### src/rtl/spi_slave.sv
// SPI mode-0 style slave, LSB first, with synchronized SCLK/CS/MOSI and a load-able transmit buffer.
// Define SPI_SLAVE_MISO_TRISTATE_EN to float MISO when deselected or idle (otherwise it drives 0).
module spi_slave #(
  parameter int DATA_WIDTH  = 8,
  parameter int SYNC_STAGES = 2
) (
  input  logic                  clk,
  input  logic                  reset,
  input  logic                  SCLK,
  input  logic                  CS,
  input  logic                  MOSI,
  output logic                  MISO,
  input  logic [DATA_WIDTH-1:0] slaveDataToSend,
  input  logic                  load,
  output logic [DATA_WIDTH-1:0] slaveDataReceived,
  output logic                  rxValid,
  output logic                  busy
);

  localparam int CW = $clog2(DATA_WIDTH + 1);

  localparam logic [1:0] IDLE  = 2'd0;
  localparam logic [1:0] SHIFT = 2'd1;
  localparam logic [1:0] DONE  = 2'd2;

  logic [SYNC_STAGES-1:0] sclk_sync;
  logic [SYNC_STAGES-1:0] cs_sync;
  logic [SYNC_STAGES-1:0] mosi_sync;
  logic                   sclk_prev;
  logic                   cs_prev;

  logic                   sclk_s;
  logic                   cs_s;
  logic                   mosi_s;
  logic                   sclk_fall;
  logic                   cs_fall;
  logic                   cs_rise;

  logic [1:0]             state;
  logic [CW-1:0]          bit_count;
  logic [DATA_WIDTH-1:0]  tx_buf;
  logic [DATA_WIDTH-1:0]  tx_shift;
  logic [DATA_WIDTH-1:0]  rx_shift;
  logic                   miso_drive;

  // Synchronizers reset to the idle bus levels so releasing reset never fakes an edge.
  always_ff @(posedge clk or negedge reset) begin
    if (!reset) begin
      sclk_sync <= '0;
      cs_sync   <= '1;
      mosi_sync <= '0;
      sclk_prev <= 1'b0;
      cs_prev   <= 1'b1;
    end else begin
      sclk_sync <= {sclk_sync[SYNC_STAGES-2:0], SCLK};
      cs_sync   <= {cs_sync[SYNC_STAGES-2:0], CS};
      mosi_sync <= {mosi_sync[SYNC_STAGES-2:0], MOSI};
      sclk_prev <= sclk_s;
      cs_prev   <= cs_s;
    end
  end

  assign sclk_s    = sclk_sync[SYNC_STAGES-1];
  assign cs_s      = cs_sync[SYNC_STAGES-1];
  assign mosi_s    = mosi_sync[SYNC_STAGES-1];
  assign sclk_fall = sclk_prev & ~sclk_s;
  assign cs_fall   = cs_prev & ~cs_s;
  assign cs_rise   = ~cs_prev & cs_s;

  always_ff @(posedge clk or negedge reset) begin
    if (!reset) begin
      state             <= IDLE;
      bit_count         <= '0;
      tx_buf            <= '0;
      tx_shift          <= '0;
      rx_shift          <= '0;
      slaveDataReceived <= '0;
      rxValid           <= 1'b0;
    end else begin
      rxValid <= 1'b0;
      if (load) begin
        tx_buf <= slaveDataToSend;
      end
      case (state)
        IDLE: begin
          if (cs_fall) begin
            state     <= SHIFT;
            tx_shift  <= load ? slaveDataToSend : tx_buf;
            rx_shift  <= '0;
            bit_count <= '0;
          end
        end
        SHIFT: begin
          // Abort wins; the completion check runs one cycle after the last shift.
          if (cs_rise) begin
            state <= IDLE;
          end else if (bit_count == CW'(DATA_WIDTH)) begin
            state             <= DONE;
            slaveDataReceived <= rx_shift;
            rxValid           <= 1'b1;
          end else if (sclk_fall) begin
            rx_shift  <= {mosi_s, rx_shift[DATA_WIDTH-1:1]};
            tx_shift  <= tx_shift >> 1;
            bit_count <= bit_count + CW'(1);
          end
        end
        DONE: begin
          if (cs_rise) begin
            state <= IDLE;
          end
        end
        default: state <= IDLE;
      endcase
    end
  end

  assign busy       = (state != IDLE);
  assign miso_drive = (state != IDLE) && !cs_s;

`ifdef SPI_SLAVE_MISO_TRISTATE_EN
  assign MISO = miso_drive ? tx_shift[0] : 1'bz;
`else
  assign MISO = miso_drive ? tx_shift[0] : 1'b0;
`endif

endmodule

### config.mk
export PLATFORM = sky130hd
export DESIGN_NAME = spi_slave
export DESIGN_NICKNAME = d
export VERILOG_FILES = /design/src/rtl/spi_slave.sv
export SDC_FILE = /design/constraint.sdc
export NUM_CORES = 1
export LEC_CHECK = 0
export ABC_AREA = 1
export ABC_CLOCK_PERIOD_IN_PS = 1700
export BUFFER_PORTS_ARGS = -buffer_cell sky130_fd_sc_hd__buf_2
export CAP_MARGIN = 10
export CORE_ASPECT_RATIO = 0.8
export CORE_MARGIN = 2
export CORE_UTILIZATION = 40
export CTS_CLUSTER_DIAMETER = 40
export DETAILED_ROUTE_END_ITERATION = 12
export GPL_ROUTABILITY_DRIVEN = 0
export PLACE_DENSITY = 0.67
export SLEW_MARGIN = 20
export SYNTH_ARGS = -nofsm -noshare
export SYNTH_HDL_FRONTEND = slang
export SYNTH_SLANG_ARGS = --single-unit
### constraint.sdc
create_clock -name clk -period 1.7 [get_ports clk]
set_input_delay 0.17 -clock clk [delete_from_list [all_inputs] [get_ports clk]]
set_output_delay 0.17 -clock clk [all_outputs]
set_load 0.005 [all_outputs]
==> results of run 1 <==
[layout by cell type, fill, tap and decap left out]
master	netlist	final
sky130_fd_sc_hd__nand2_1	88	88
sky130_fd_sc_hd__dfrtp_1	44	44
sky130_fd_sc_hd__inv_1	32	32
sky130_fd_sc_hd__nand3_1	30	30
sky130_fd_sc_hd__buf_2	3	24
sky130_fd_sc_hd__nor2_1	11	11
sky130_fd_sc_hd__o21ai_2	8	8
sky130_fd_sc_hd__and2_1	7	7
sky130_fd_sc_hd__clkbuf_8	0	5
sky130_fd_sc_hd__nand2_2	4	4
sky130_fd_sc_hd__dlygate4sd3_1	0	4
sky130_fd_sc_hd__buf_4	4	4
sky130_fd_sc_hd__dfstp_2	3	3
sky130_fd_sc_hd__a21oi_1	2	2
sky130_fd_sc_hd__nand3b_1	2	2
sky130_fd_sc_hd__ha_1	2	2
sky130_fd_sc_hd__inv_2	1	1
sky130_fd_sc_hd__nor2_4	1	1
sky130_fd_sc_hd__nor2_2	1	1
sky130_fd_sc_hd__xnor2_1	1	1
sky130_fd_sc_hd__nand4_1	1	1
sky130_fd_sc_hd__bufinv_16	0	1
sky130_fd_sc_hd__clkinv_4	0	1
sky130_fd_sc_hd__clkinv_2	0	1
sky130_fd_sc_hd__buf_12	0	1
[path summary, 6_finish.rpt]
path                                          start                                to  slack [ns]  cells past startpoint
max                        bit_count[0]$_DFFE_PN0P_           tx_shift[0]$_DFFE_PN0P_        0.19                      8
min                              slaveDataToSend[7]               tx_buf[7]$_DFF_PN0_         0.1                      3
max reg2reg                bit_count[0]$_DFFE_PN0P_           tx_shift[0]$_DFFE_PN0P_        0.19                      8
min reg2reg                  sclk_sync[0]$_DFF_PN0_            sclk_sync[1]$_DFF_PN0_        0.35                      0
max in group asynchronous                     reset               tx_buf[0]$_DFF_PN0_        0.88                      3
min in group asynchronous                     reset  slaveDataReceived[0]$_DFFE_PN0P_        0.32                      2
[report_power, final]
| part | switching, mW | total (mW) | internal (mW) | leakage [nW] |
|---|---|---|---|---|
| Clock | 0.371 | 0.809 | 0.438 | 0.0581 |
| Sequential | 0.106 | 1.39 | 1.28 | 0.597 |
| Combinational | 0.312 | 0.503 | 0.192 | 0.683 |
| Total | 0.789 | 2.70 | 1.91 | 1.34 |
[state kept, by name, summed over array words and instances (netlist names)]
name and cells:
cs_prev 1, tx_buf 8, mosi_sync 2, slaveDataReceived 8, state 2, cs_sync 2, bit_count 4, sclk_prev 1
sclk_sync 2, tx_shift 8, rxValid 1, rx_shift 8
[worst max-delay path, stage by stage, from the launching register on]
cell                      delay [ns]
sky130_fd_sc_hd__dfrtp_1        0.43
sky130_fd_sc_hd__inv_1          0.07
sky130_fd_sc_hd__ha_1           0.19
sky130_fd_sc_hd__nand3_1        0.10
sky130_fd_sc_hd__nand3_1        0.09
sky130_fd_sc_hd__nand2_2        0.08
sky130_fd_sc_hd__nand2_2        0.24
sky130_fd_sc_hd__nand2_1        0.14
sky130_fd_sc_hd__nand2_1        0.06
[area by class of cell]
class                      count  share of cell area, %
inverter                      33                  5.061
sequential                    47                  48.21
multi-input combinational    158                  30.37
clock buffer                   5                  2.812
timing repair buffer          33                  8.589
tap                           62                  3.170
clock inverter                 3                  1.789
[timing repair]
action	CTS	global route
hold buffers	4	0
buffers inserted	0	0
endpoints found under the hold margin	14	0
[cells by family (layout without fill, tap and decap cells)]
logic type               after synthesis  after routing  share of synthesized area (%)
AO/OA/AOI/OAI                         10             10                          3.767
AND/OR/NAND/NOR                      145            145                          29.61
flip-flops                            47             47                          55.50
buffers and inverters                 43             74                          9.535
adder cells (fa/ha/maj)                2              2                          1.177
XOR/XNOR                               1              1                         0.4121
[routing by layer]
layer | vias to the layer above | part of all wire, % | global-route usage [%]
met5 | - | 0 | 0
met2 | 30 | 42 | 20.05
met4 | 0 | 1.2 | 5.820
met1 | 727 | 52 | 20.54
li1 | 809 | - | -
met3 | 4 | 5.0 | 3.929
==> results.txt, run 1 <==
- Of the available clock period, the critical path in the final layout requires 88.65%.
* Leakage Power: 1.338 nW
- Global routing finished with a remaining overflow of 0.
- The clock tree synthesis step divided the H-tree into 2 levels.
* Max-cap violations: 0
- The clock reaches the later pin of the worst-skew pair after 0.30 ns.
* Final count of hold timing violations: 0
- WS Path Type: flop to flop
- For the final database, setup skew stands at 0.006618 ns.
* Slack of the critical path: 0.1929 ns
- The filler cells instantiated in the layout total 474.
- Entering global routing, the biggest net connects 24 pins.
- TritonCTS created 5 clock buffers.
- Count of state elements after synthesis: 47
* Core region area: 0.005065 mm2
- Sum of net half-perimeters after detailed placement: 2476 um
* Final Instance Count excl. Fillers: 341
- Cell variety after synth: 20
- Number of antenna violations at the first check in global routing: 0
* Nets@finish: 294
- Cell count after synthesis: 248
- Routed WL per cell: 11.06 um
- For this run, the share of the core covered by cells in the final layout is 48.32%.
- Headroom to the max-slew limit came out at 73.09%.
- Class of the tightest hold or removal check: input pin to flop
- Summing all non-filler instances in the final layout gives an area of 0.002447 mm2.
- Row Count: 23
- Number of synthesized flops with an enable pin: 0
- sky130_fd_sc_hd__nand2_1 is the most common cell in the netlist.
- Summing the sequential cell areas from Yosys gives 55.50% of the chip area.
- Die Ht: 69.21 um
- Setup violations remaining at the end of the flow were counted as 0.
- The count of final max-slew check failures came to 0.
- TritonCTS built the clock tree.
* Design Power: 2.700 mW
- The initial utilization of the core area, before any placement, comes to 41.97%.
- Sorting the synthesized cells by area gives the leading types as sky130_fd_sc_hd__dfrtp_1 (52%), sky130_fd_sc_hd__nand2_1 (16%), sky130_fd_sc_hd__nand3_1 (7.1%), sky130_fd_sc_hd__inv_1 (5.7%), sky130_fd_sc_hd__dfstp_2 (3.7%).
- Top-level port count: 25
* # DRC: 0
* Wire length of the first global-routing pass: 6686 um
- For this block, the via count after detailed routing is 1,570.
* Cell area after technology mapping: 0.002126 mm2
- Antenna fix cells: 0
- For the pin with the worst max-slew slack, the measured transition is 0.4037 ns.
- Port buffering added 24 buffers.
- Mapped Avg Cell Area: 8.572 um2
- In this run the power density over the cells is 1103 mW/mm2.
- Of the cells placed in the final design, the portion with a size suffix greater than 1 is 19.71%.
* Placed inst area: 0.002295 mm2
- IR analysis of the VDD net gives a maximum drop of 0.0005322 V.
* Violation count after the first detailed-route iteration: 118
* Combined area of the multi-input logic cells: 743.2 um2
- Clock-pin slew was measured on the worst setup and hold paths at 0.09 ns.
- Counting along the longest clock path gives a buffer depth of 2.
- Before antenna repair, the detailed router went through 4 iterations.
- Floorplan die area: 0.005917 mm2
- Post-detailed-route count of antenna-violating nets: 0
* Most instantiated cells after synthesis: sky130_fd_sc_hd__nand2_1 (88), sky130_fd_sc_hd__dfrtp_1 (44), sky130_fd_sc_hd__inv_1 (32)
* Vias per cell: 4.604
- Clock Root Buffer: sky130_fd_sc_hd__clkbuf_8
- Of all nets on the critical path, the largest fanout is 20.
- Overall Global Routing Usage: 14.20%
* Smallest hold slack: 0.09658 ns
- Routed WL: 3771 um
- Critical path capture point type: flop
- The smallest clock period supported by the final layout is computed as 1.507 ns.
* Post-synth net total: 264
* Synth top area share: 51.80%
* Fmax achieved: 0.6635 GHz
- Area used by sequential logic in the layout: 0.001180 mm2
- Crit path arrival time: 1.69 ns
- Critical path data required time: 1.89 ns
- The die is 85.51 um wide.
- Setup total negative slack on the finished layout was measured at 0 ns.
* Unrepaired setup endpoints after global routing: no
- Cell taking the most area after synthesis: sky130_fd_sc_hd__dfrtp_1
- Dominant synthesized flop cell: sky130_fd_sc_hd__dfrtp_1
* Area growth syn-to-layout: 15.13%
- Counting flops with an async set or reset pin after synthesis yields a share of 100.0%.
- OpenSTA, run right after detailed placement, puts the worst setup slack at 0.2026 ns.
* Sinks on the clock net: 47
* Status: finished, final reports clean
- The number of global-route vias before repair was 1,459.
- For this run, the number of Yosys warnings is 0.
- Counting tap cells, the placed design contains a total of 329 instances.
- Number of resized instances in the post-cts repair step: 0
* Critical path startpoint category: flop
Note: power is estimated with default switching activity, not from simulation.
==> run 2: changes to the inputs <==
- ABC_AREA: 1 -> unset
- PLACE_DENSITY: 0.67 -> 0.68
==> results.txt, run 2 <==
- Status: finished, final reports clean
- The net count of the finished layout is 204.
- In this run the static leakage power is 1.105 nW.
* Dominant synthesized flop cell: sky130_fd_sc_hd__dfrtp_1
- In the finished design, the share of the clock period the worst path needs comes to 94.15%.
* Global-route track usage on met3: 4.945%
* Sum of net half-perimeters after detailed placement: 2142 um
- Total number of vias: 1,159
* Skew-Pair Late Insertion Delay: 0.30 ns
- The region available for standard cell placement spans 0.004542 mm2.
- Unrepaired setup endpoints after global routing: no
- Number of cells traversed by the worst register-to-register path: 6
- Number of endpoints failing setup at the final stage: 0
- The finished layout holds 249 standard cells, fillers aside.
- Share of layout cells above drive strength 1: 32.80%
- The H-tree was split into 2 levels.
- In this run the worst setup path begins at bit_count[0]$_DFFE_PN0P_.
- The worst hold path passes through 2 cells.
- Counting flops with an async set or reset pin after synthesis yields a share of 100.0%.
* Clock tree from TritonCTS: done
- The first TritonRoute pass finished after 4 iterations.
* Transition at the pin with the smallest max-transition slack: 0.5072 ns
* Minimum clock period: 1.600 ns
* Sequential share of the synthesized area: 63.03%
* Row Count: 22
* Sinks on the clock net: 47
- The cell sitting at the root of the clock tree is a sky130_fd_sc_hd__clkbuf_8.
* Count of state elements after synthesis: 47
- The startpoint identified for the worst hold timing path is slaveDataToSend[4].
- The count of final max-slew check failures was 0.
* Synth Warn #: 0
- The finished cells cover 0.002282 mm2.
- The critical path is of the flop to flop type.
- Fraction of met1 tracks used by global routing: 18.70%
* Vias in the first global route: 1,207
- After clock tree synthesis, the clock-pin slew on the worst setup and hold paths is 0.08 ns.
- A synthesized cell averages 12.31 um2.
- Wire length of the first global-routing pass: 5471 um
* # DRC: 0
* Highest ir drop seen on vdd: 0.0005781 V
* Slack of the critical path: 0.09953 ns
- Maximum number of buffers from clock root to sink: 2
- Cell taking the most area after synthesis: sky130_fd_sc_hd__dfrtp_1
- Crit path arrival time: 1.78 ns
- Setup TNS: 0 ns
- Post-synth net total: 168
- Cell variety after synth: 27
* Most instantiated cells after synthesis: sky130_fd_sc_hd__dfrtp_1 (44), sky130_fd_sc_hd__nand2_1 (31), sky130_fd_sc_hd__o21ai_0 (16)
- Critical path data required time: 1.87 ns
- Leading cell types in the layout, fill and taps excluded: sky130_fd_sc_hd__dfrtp_1 (44), sky130_fd_sc_hd__nand2_1 (31), sky130_fd_sc_hd__buf_2 (24)
- The cell area that synthesis handed to floorplanning was 0.001872 mm2.
* Pre-CTS setup slack: 0.07416 ns
* Synth top area share: 58.82%
- Overflow left after global routing: 0
- Max-cap violations: 0
* Critical path startpoint category: flop
* Overall Global Routing Usage: 13.93%
- Most used routing layer in global routing: met2
- Leaving out fill and tap cells, the most frequent cell in the layout is sky130_fd_sc_hd__dfrtp_1.
- The worst setup path is captured at a flop.
- Die Ht: 65.19 um
* Maximum number of pins on one net before global-route repair: 27
* Remaining max-slew budget at the tightest pin: 66.18%
- GR met2 Demand/Resource: 20.63%
- Placed inst area: 0.002131 mm2
- Most frequently used cell type in the post-synthesis netlist: sky130_fd_sc_hd__dfrtp_1
* Smallest hold slack: 0.1162 ns
- Vias per cell: 4.655
* Routed WL: 3051 um
* Clock buffer count from CTS: 5
- The synthesized design contains 0 enable-type register cells.
* Violation count after the first detailed-route iteration: 68
- Post-detailed-route count of antenna-violating nets: 0
- Including well taps, the total number of placed cells is 236.
- Reg-to-reg startpoint: bit_count[0]$_DFFE_PN0P_
- Measured along the x axis, the die boundary spans 80.48 um.
- Based on the critical path, the design can be clocked at up to 0.6248 GHz.
* Final count of hold timing violations: 0
- Antenna fix cells: 0
- Cell types occupying the most area after synthesis: sky130_fd_sc_hd__dfrtp_1 (59%), sky130_fd_sc_hd__mux2_2 (8.4%), sky130_fd_sc_hd__nand2_1 (6.2%), sky130_fd_sc_hd__o21ai_0 (4.3%), sky130_fd_sc_hd__dfstp_2 (4.2%)
- The count of buffers added on input and output ports is 24.
- The path class of the tightest hold or removal check is input pin to flop.
- Counting every instance in the synthesized netlist gives 152.
- In this run the count of I/O pins placed on the die edge is 25.
- In this run the worst path has a maximum fanout of 9.
* Power Dens Cells: 1096 mW/mm2
- Number of antenna violations at the first check in global routing: 0
* Routed WL per cell: 12.25 um
- The initial utilization of the core area, before any placement, comes to 41.21%.
- The die covers 0.005246 mm2.
* Worst Skew: 0.01030 ns
- Area growth syn-to-layout: 21.93%
-- run 2: changes by cell type in the layout (fill, tap and decap cells not counted), sizes merged, moves of 3 or more --
cell	before	now
nor2b	0	3
nand3	30	2
nor2	13	3
buf	29	32
mux2	0	16
mux2i	0	7
nand2	92	31
o21ai	8	17
and2	7	0
inv	33	4
-- run 2: critical path: stages (launching register included) --
cell,delay (ns)
sky130_fd_sc_hd__dfrtp_1,0.40
sky130_fd_sc_hd__inv_1,0.08
sky130_fd_sc_hd__ha_1,0.19
sky130_fd_sc_hd__nand3b_4,0.12
sky130_fd_sc_hd__nor3_4,0.21
sky130_fd_sc_hd__buf_12,0.15
sky130_fd_sc_hd__mux2_1,0.32
-- run 2: power breakdown --
| part | switching [mW] | internal (mW) |
|---|---|---|
| Sequential | 0.0867 | 1.27 |
| Combinational | 0.226 | 0.202 |
| Clock | 0.351 | 0.370 |
-- run 2: cell families (layout without fill, tap and decap cells) --
family,after synthesis,count (layout),share of synthesized area (%)
buffers and inverters,11,48,2.607
DFF,47,47,63.04
muxes,23,23,13.37
and+or+nand+nor,45,45,12.17
adders and majority gates,2,2,1.337
xor gates and xnor gates,2,2,0.9360
AOI/OAI and AO/OA,22,22,6.550
-- run 2: repair_timing --
action	CTS	global route
setup endpoints to repair	0	8
hold buffers	4	0
gates resized for setup	0	0
hold endpoints to repair	22	0
buffers inserted	0	1
-- run 2: final timing paths --
path | to | slack [ns]
max in group asynchronous | cs_sync[0]$_DFF_PN1_ | 0.74
setup / recovery | slaveDataReceived[0]$_DFFE_PN0P_ | 0.1
hold / removal | tx_buf[4]$_DFF_PN0_ | 0.12
hold reg to reg | cs_sync[1]$_DFF_PN1_ | 0.36
setup reg to reg | slaveDataReceived[0]$_DFFE_PN0P_ | 0.1
min in group asynchronous | tx_buf[4]$_DFF_PN0_ | 0.37
-- run 2: stage by stage --
stage,power [mW],util (%)
3_3_place_gp,1.770,46.91
5_1_grt,2.683,50.25
3_5_place_dp,1.791,46.91
2_1_floorplan,1.641,-
6_report,2.501,50.25
4_1_cts,2.529,50.08
-- run 2: area by class of cell --
type / count / area, um2
inverters: 4 / 15.01
well taps: 60 / 75.07
multi-input cells: 94 / 650.6
flip-flops and latches: 47 / 1180
clock buffers: 7 / 96.34
fillers: 420 / 2260
clock inverters: 1 / 7.507
repair buffers: 36 / 257.7
-- run 2: per-layer routing --
layer | wire length [um] | vias to the layer above
met2 | 1422 | 16
met5 | 0 | -
met4 | 34 | 0
li1 | - | 580
met1 | 1487 | 557
met3 | 106 | 6
==> run 3: changes to the inputs <==
==> constraint.sdc (replaced) <==
create_clock -name clk -period 1.7 [get_ports clk]
set_input_delay 0.17 -clock clk [delete_from_list [all_inputs] [get_ports clk]]
set_output_delay 0.17 -clock clk [all_outputs]
set_load 0.05 [all_outputs]
==> results.txt, run 3 (synthesized netlist as in run 2, its figures left out) <==
* Status: finished, final reports clean
* Number of antenna violations at the first check in global routing: 0
- The startpoint identified for the worst hold timing path is slaveDataToSend[3].
- The filler cells instantiated in the layout total 427.
* Number of cells traversed by the worst register-to-register path: 6
- Port buffering added 24 buffers.
* Critical path capture point type: flop
- Transition at the pin with the smallest max-transition slack: 0.4386 ns
- Setup violations remaining at the end of the flow were counted as 0.
* Total number of vias: 1,142
- Wire length of the first global-routing pass: 5154 um
- The worst path needs 1.627 ns of the cycle, external delays included.
- Post-detailed-route count of antenna-violating nets: 0
- Of the cells placed in the final design, the portion with a size suffix greater than 1 is 32.63%.
- Floorplan die area: 0.005246 mm2
- Maximum number of buffers from clock root to sink: 2
- Max-cap violations in this run came to 0.
- Crit path arrival time: 1.80 ns
- Across the VDD grid, the largest voltage drop is 0.0007341 V.
- In this run the worst hold path is classified as input pin to flop.
- Length of the first detailed-routing pass in iterations: 4
* Worst Skew: 0.006890 ns
* Number of resized instances in the post-cts repair step: 0
- The worst register-to-register path ends at slaveDataReceived[1]$_DFFE_PN0P_.
- The area growth from synthesis to layout is 20.72%.
- Top-level port count: 25
* Antenna fix cells: 0
- Final period util: 95.68%
* CTS HTree Levels: 2
* Buffering stage count on the worst path with inverters included: 2
- The critical path in this run is classified as flop to flop.
- CP top delay family: flip-flops
- The worst register-to-register path begins at bit_count[0]$_DFFE_PN0P_.
- Remaining max-slew budget at the tightest pin: 70.76%
- Dividing the detail-routed via count by the number of cells gives 4.568.
- Clock tree synthesis found a total of 47 sinks.
- The final layout contains 205 nets.
- The worst setup path is launched from a flop.
- Summing all multi-input logic gate instances after layout gives 655.6 um2.
- Highest-delay cell along the critical path: sky130_fd_sc_hd__dfrtp_1
- Worst min-delay path endpoint: tx_buf[3]$_DFF_PN0_
* Fraction of the core area covered by cells at the end of the flow: 49.75%
- Across the whole layout, storage elements account for 0.001180 mm2.
- In this run the core area contains 22 standard-cell rows.
- Overall Global Routing Usage: 12.94%
* Crit path largest cell delay: 0.41 ns
- The number of hold-slack violations in the final timing report was 0.
- Clock Root Buffer: sky130_fd_sc_hd__clkbuf_8
* Leakage Power: 1.098 nW
- The initial utilization of the core area, before any placement, comes to 41.21%.
- The library cells used most frequently in the layout, excluding fill and tap cells, are sky130_fd_sc_hd__dfrtp_1 (44), sky130_fd_sc_hd__nand2_1 (31), sky130_fd_sc_hd__buf_2 (24).
* Number of post-CTS setup repair buffers: 0
- Entering global routing, the biggest net connects 28 pins.
- The die is 80.48 um wide.
- Dividing total power by cell area gives a power density of 1070 mW/mm2.
- At the later pin of the worst-skew pair, clock insertion delay measures 0.29 ns.
- In this run the worst path has a maximum fanout of 9.
* # DRC: 0
- For this block, the routed nets add up to 2974 um of wire.
- Timing would allow up to 0.6148 GHz.
* Core region area: 0.004542 mm2
- Slack of the worst reg-to-reg path: 0.07 ns
- Along the worst hold path, the cell count comes to 2.
- Clock tree from TritonCTS: done
- Buffers inserted during clock tree synthesis total 5.
- Critical path data required time: 1.88 ns
- Die Ht: 65.19 um
* Design Power: 2.419 mW
* Slew Limit Fails: 0
* Vias in the first global route: 1,132
- The library cell used most frequently in the layout, excluding fill and tap cells, is sky130_fd_sc_hd__dfrtp_1.
- After clock tree synthesis, the clock-pin slew on the worst setup and hold paths is 0.08 ns.
- Dividing the detail-routed wire length by the instance count gives 11.90 um.
- In the final timing run, aggregate negative setup slack is 0 ns.
* Crit path cell chain: inv_1 > ha_1 > nand3b_4 > nor3_4 > buf_12 > mux2_2
- Sum of net half-perimeters after detailed placement: 2159 um
- Setup repair after global routing left no endpoint under its margin.
* Violation count after the first detailed-route iteration: 65
- Overflow left after global routing: 0
[run 3: cell types whose count changed in the layout (fill, tap and decap cells not counted), sizes merged]
| cell | before | now |
|---|---|---|
| buf | 32 | 33 |
| clkinv | 0 | 1 |
| clkinvlp | 1 | 0 |
[run 3: how the worst max path moves through the flow]
stage                     depth (start not counted)                                to                startpoint  slack [ns]
after floorplan                                   5  slaveDataReceived[1]$_DFFE_PN0P_  bit_count[0]$_DFFE_PN0P_        0.11
after detailed placement                          6  slaveDataReceived[1]$_DFFE_PN0P_  bit_count[0]$_DFFE_PN0P_        0.07
after global routing                              6  slaveDataReceived[7]$_DFFE_PN0P_  bit_count[0]$_DFFE_PN0P_       0.008
after CTS                                         6  slaveDataReceived[1]$_DFFE_PN0P_  bit_count[0]$_DFFE_PN0P_        0.03
final                                             6  slaveDataReceived[1]$_DFFE_PN0P_  bit_count[0]$_DFFE_PN0P_        0.07
after global placement                            6  slaveDataReceived[3]$_DFFE_PN0P_  bit_count[0]$_DFFE_PN0P_        0.11
[run 3: layer usage]
metal | routed length (um) | part of all wire [%] | track usage (%) | vias to the layer above
li1 | - | - | - | 585
met1 | 1514 | 51 | 18.05 | 535
met2 | 1318 | 44 | 19.06 | 17
met3 | 98 | 3.3 | 3.434 | 5
met4 | 43 | 1.4 | 5.720 | 0
met5 | 0 | 0 | 0 | -
[run 3: report_power, final]
part / internal, mW / switching, mW
Combinational: 0.192 / 0.246
Sequential: 1.27 / 0.0870
Clock: 0.289 / 0.338
Total: 1.75 / 0.671
[run 3: worst reg2reg max path, delay by kind of cell, from the launching register on]
| family | cells | cell delay [ns] |
|---|---|---|
| fa+ha+maj | 1 | 0.20 |
| mux | 1 | 0.33 |
| flops | 1 | 0.41 |
| buf+inv | 2 | 0.23 |
| simple gates | 2 | 0.35 |
[run 3: area by class of cell]
type	count	area share [%]
clock buffers	7	3.378
clock inverters	1	0.2215
inverters	4	0.6645
multi-input cells	94	29.01
flip-flops and latches	47	52.21
well taps	60	3.322
repair buffers	37	11.18
[run 3: timing repair]
item	CTS	global route
endpoints found under the hold margin	18	0
endpoints found under the setup margin	0	5
hold buffers	4	0
[run 3: metrics by stage]
| stage | hold slack (ns) | area, um2 | setup slack (ns) | instances |
|---|---|---|---|---|
| 6_report | 0.1238 | 2260 | 0.07348 | 250 |
| 5_1_grt | 0.1160 | 2260 | 0.007670 | 250 |
| 4_1_cts | 0.1174 | 2260 | 0.02947 | 250 |
| 3_5_place_dp | 0.1478 | 2138 | 0.07070 | 238 |
| 3_3_place_gp | 0.1424 | 2138 | 0.1077 | 238 |
| 2_1_floorplan | -0.1256 | 1877 | 0.1127 | 152 |
